[src/rtl/iob_rr_arbiter.sv]
// Round-robin arbiter that connects N IOb native masters to a single shared slave port.
// A grant is latched once and held until the slave completes the transfer.
module iob_rr_arbiter #(
  parameter int unsigned N_MASTERS = 2,
  parameter int unsigned ADDR_W    = 32,
  parameter int unsigned DATA_W    = 32
) (
  input  logic                            clk,
  input  logic                            rst,
  input  logic [N_MASTERS-1:0]            m_valid,
  input  logic [N_MASTERS*ADDR_W-1:0]     m_addr,
  input  logic [N_MASTERS*DATA_W-1:0]     m_wdata,
  input  logic [N_MASTERS*(DATA_W/8)-1:0] m_wstrb,
  output logic [N_MASTERS*DATA_W-1:0]     m_rdata,
  output logic [N_MASTERS-1:0]            m_ready,
  output logic                            s_valid,
  output logic [ADDR_W-1:0]               s_addr,
  output logic [DATA_W-1:0]               s_wdata,
  output logic [DATA_W/8-1:0]             s_wstrb,
  input  logic [DATA_W-1:0]               s_rdata,
  input  logic                            s_ready
);

  localparam int unsigned STRB_W = DATA_W / 8;
  localparam int unsigned GNT_W  = $clog2(N_MASTERS);

  typedef enum logic {IDLE, BUSY} state_t;

  state_t             r_state;
  logic [GNT_W-1:0]   r_grant;
  logic [GNT_W-1:0]   r_last;
  logic               r_s_valid;
  logic [ADDR_W-1:0]  r_s_addr;
  logic [DATA_W-1:0]  r_s_wdata;
  logic [STRB_W-1:0]  r_s_wstrb;

  logic               w_found;
  logic [GNT_W-1:0]   w_sel;
  logic [GNT_W-1:0]   w_idx;

  // First requester after the last winner, wrapping around.
  always_comb begin
    w_found = 1'b0;
    w_sel   = r_last;
    w_idx   = r_last;
    for (int unsigned k = 1; k <= N_MASTERS; k++) begin
      w_idx = GNT_W'((32'(r_last) + k) % N_MASTERS);
      if (!w_found && m_valid[w_idx]) begin
        w_found = 1'b1;
        w_sel   = w_idx;
      end
    end
  end

  always_ff @(posedge clk or posedge rst) begin
    if (rst) begin
      r_state   <= IDLE;
      r_grant   <= '0;
      r_last    <= GNT_W'(N_MASTERS - 1);
      r_s_valid <= 1'b0;
      r_s_addr  <= '0;
      r_s_wdata <= '0;
      r_s_wstrb <= '0;
    end else begin
      case (r_state)
        IDLE: begin
          if (w_found) begin
            r_state   <= BUSY;
            r_grant   <= w_sel;
            r_s_valid <= 1'b1;
            r_s_addr  <= m_addr[32'(w_sel)*ADDR_W +: ADDR_W];
            r_s_wdata <= m_wdata[32'(w_sel)*DATA_W +: DATA_W];
            r_s_wstrb <= m_wstrb[32'(w_sel)*STRB_W +: STRB_W];
          end
        end
        BUSY: begin
          // Latched request fields stay put until the slave completes.
          if (s_ready) begin
            r_state   <= IDLE;
            r_last    <= r_grant;
            r_s_valid <= 1'b0;
          end
        end
        default: begin
          r_state   <= IDLE;
          r_s_valid <= 1'b0;
        end
      endcase
    end
  end

  // Completion is forwarded in the same cycle to the granted master only.
  always_comb begin
    m_ready = '0;
    for (int unsigned i = 0; i < N_MASTERS; i++) begin
      m_ready[i] = (r_state == BUSY) && s_ready && (r_grant == GNT_W'(i));
    end
  end

  assign m_rdata = {N_MASTERS{s_rdata}};
  assign s_valid = r_s_valid;
  assign s_addr  = r_s_addr;
  assign s_wdata = r_s_wdata;
  assign s_wstrb = r_s_wstrb;

endmodule

[config.mk]
export PLATFORM = sky130hd
export DESIGN_NAME = iob_rr_arbiter
export DESIGN_NICKNAME = d
export VERILOG_FILES = /design/src/rtl/iob_rr_arbiter.sv
export SDC_FILE = /design/constraint.sdc
export NUM_CORES = 1
export LEC_CHECK = 0
export ABC_AREA = 1
export BUFFER_PORTS_ARGS = -buffer_cell sky130_fd_sc_hd__buf_2
export CAP_MARGIN = 20
export CORE_AREA = 2 2 120 122
export CTS_CLUSTER_DIAMETER = 80
export DETAILED_ROUTE_END_ITERATION = 10
export DIE_AREA = 0 0 122 124
export PLACE_DENSITY = 0.66
export SYNTH_ARGS = -nofsm -noshare
export SYNTH_HDL_FRONTEND = slang
export SYNTH_SLANG_ARGS = --single-unit
[constraint.sdc]
create_clock -name clk -period 5.8 [get_ports clk]
set_clock_uncertainty 0.05 [all_clocks]
set_input_delay 0.29 -clock clk [delete_from_list [all_inputs] [get_ports clk]]
set_output_delay 0.29 -clock clk [all_outputs]
set_load 0.1 [all_outputs]
==> impl_metrics.env <==
export IMPL_antenna_found_initial=0
export IMPL_clockRootBuffer="clkbuf_16"
export IMPL_syn_area_um2=4520
export IMPL_fp_dieW_um=122
export IMPL_rsz0062_at_grt="no"
export IMPL_cts_hold_buf=0
export IMPL_yosysWarnings=0
export IMPL_dieArea_um2=15100
export IMPL_grt_pass1_wl_um=19600
export IMPL_clock_sinks=72
export IMPL_cts_resized=0
export IMPL_syn_inst=607
export IMPL_finalCritPeriodShare_pct=38.5
export IMPL_clockBufferDepth=2
export IMPL_rows=43
export IMPL_rr_startpoint="r_state"
export IMPL_via_count=4298
export IMPL_fill_cells=1471
export IMPL_critPathKind="flop to flop"
export IMPL_pin_count=308
export IMPL_wl_per_cell_um=13.8
export IMPL_maxSlewHeadroom_pct=38.5
export IMPL_firstDrtPassIters=5
export IMPL_worstPathArrival_ns=2.40
export IMPL_vias_per_cell=4.70
export IMPL_fin_util_pct=40.3
export IMPL_cap_viol_max_count=0
export IMPL_clk_latency_ns=0.33
export IMPL_area_growth_pct=22.5
export IMPL_globalplace_congestion=0.764
export IMPL_period_needed_ns=2.23
export IMPL_drc=0
export IMPL_syn_nets=780
export IMPL_hold_viol=0
export IMPL_initial_core_util_pct=32.9
export IMPL_cp_start_kind="flop"
export IMPL_ant_nets=0
export IMPL_critPathLaunch="r_state"
export IMPL_die_height_um=124
export IMPL_grt_max_degree=73
export IMPL_cp_end_kind="flop"
export IMPL_fin_area_um2=5530
export IMPL_required_ns=5.96
export IMPL_tns_ns=0
export IMPL_drt_total_wl_um=12600
export IMPL_status="complete, no violations"
export IMPL_drive_gt1_share_pct=32.7
export IMPL_syn_avg_cell_area_um2=7.44
export IMPL_cts_tree="yes"
export IMPL_diodes=0
export IMPL_ys_ff_latch=72
export IMPL_path_clk_slew_ns=0.06
export IMPL_hp_start="s_ready"
export IMPL_hold_ws_ns=0.0957
export IMPL_core_um2=13700
export IMPL_drt_initial_drc_count=234
export IMPL_slew_violations=0
export IMPL_tightestPinTransition_ns=0.922
export IMPL_fmax_ghz=0.448
export IMPL_yosysSeqAreaShare_pct=39.9
export IMPL_grt_use_total_pct=16.3
export IMPL_placed_cell_area_um2=5220
export IMPL_ys_types=16
export IMPL_cp_max_fo=72
export IMPL_hold_path_class="primary input to flop"
export IMPL_numCtsBuffers=9
export IMPL_htreeDepth=3
export IMPL_cts_setup_buffers=0
export IMPL_grt_pass1_vias=4036
export IMPL_finalSetupViolCount=0
export IMPL_overflow=0
export IMPL_port_buffers=211
export IMPL_dp_hpwl_um=8420
export IMPL_fin_nets=903
==> metal layers <==
layer  share of wire [%]  global-route usage [%]  vias to the layer above
met1                  43                    20.7                     1975
met2                  48                    26.4                      189
li1                    -                       -                     2108
met4                 2.1                    7.47                        0
met3                 7.5                    3.75                       26
met5                   0                       0                        -
==> worst max-delay path: stages, from the launching register on <==
cell,delay (ns)
dfrtp_1,0.36
inv_1,0.09
o21ai_4,0.06
buf_4,0.61
inv_2,0.46
buf_12,0.30
o21a_1,0.18
==> cells in the mapped netlist <==
cell	n	area share [%]
nor2_1	2	0.17
o21a_1	1	0.17
inv_2	2	0.17
dfstp_2	1	0.58
buf_2	10	1.1
inv_1	73	6.1
buf_1	8	0.66
a21oi_1	1	0.11
nand2_1	143	12
buf_4	66	11
nand3b_1	68	11
dfrtp_1	71	39
o21ai_0	2	0.22
nand3_1	136	15
clkbuf_1	22	1.8
o21ai_4	1	0.36
==> metrics by stage <==
step | cells | setup slack (ns)
2_1_floorplan | 607 | 3.64
3_3_place_gp | 898 | 3.36
3_5_place_dp | 899 | 3.49
4_1_cts | 915 | 3.55
5_1_grt | 915 | 3.41
6_report | 915 | 3.57
==> worst paths after layout <==
| check | slack, ns | end | cells after the start |
|---|---|---|---|
| min reg2reg | 0.42 | s_addr[13] | 2 |
| min in group asynchronous | 0.19 | s_addr[1] | 3 |
| max reg2reg | 3.57 | s_valid | 6 |
| min | 0.1 | r_state | 2 |
| max | 3.57 | s_valid | 6 |
| max in group asynchronous | 4.91 | s_wdata[0] | 3 |
==> flip-flops by register name, indices dropped and copies added, names as in the netlist <==
| name | flops |
|---|---|
| s_addr | 32 |
| s_wdata | 32 |
| s_wstrb | 4 |
| r_grant | 1 |
| r_last | 1 |
| r_state | 1 |
| s_valid | 1 |
==> cell type report <==
class	count	area [um2]	area share, %
flip-flops and latches	72	1800	32.6
multi-input cells	354	1780	32.3
repair buffers	218	1120	20.3
inverters	75	283	5.11
clock buffers	13	250	4.52
well taps	180	225	4.07
clock inverters	3	65.1	1.18
==> logic make-up (layout without fill, tap and decap cells) <==
group / after synthesis / after routing / share of synthesized area, %
AND/OR/NAND/NOR: 349 / 349 / 38.4
buffers and inverters: 181 / 309 / 20.8
flip-flops: 72 / 72 / 39.9
AO/OA/AOI/OAI: 5 / 5 / 0.859
==> cell usage in the layout (no fill, tap or decap), types with 2 or more instances in the layout <==
master,synthesis,routed
buf_2,10,211
buf_4,66,6
bufinv_16,0,2
clkbuf_1,22,3
clkbuf_16,0,9
clkinv_2,0,2
dfrtp_1,71,71
inv_1,73,72
inv_2,2,2
nand2_1,143,139
nand2_2,0,4
nand3_1,136,136
nand3b_1,68,68
nor2_1,2,2
o21ai_0,2,2
Power is left out: the tool's default activity adds up to more than one toggle a clock period on the data nets, which glitch-free logic cannot reach.
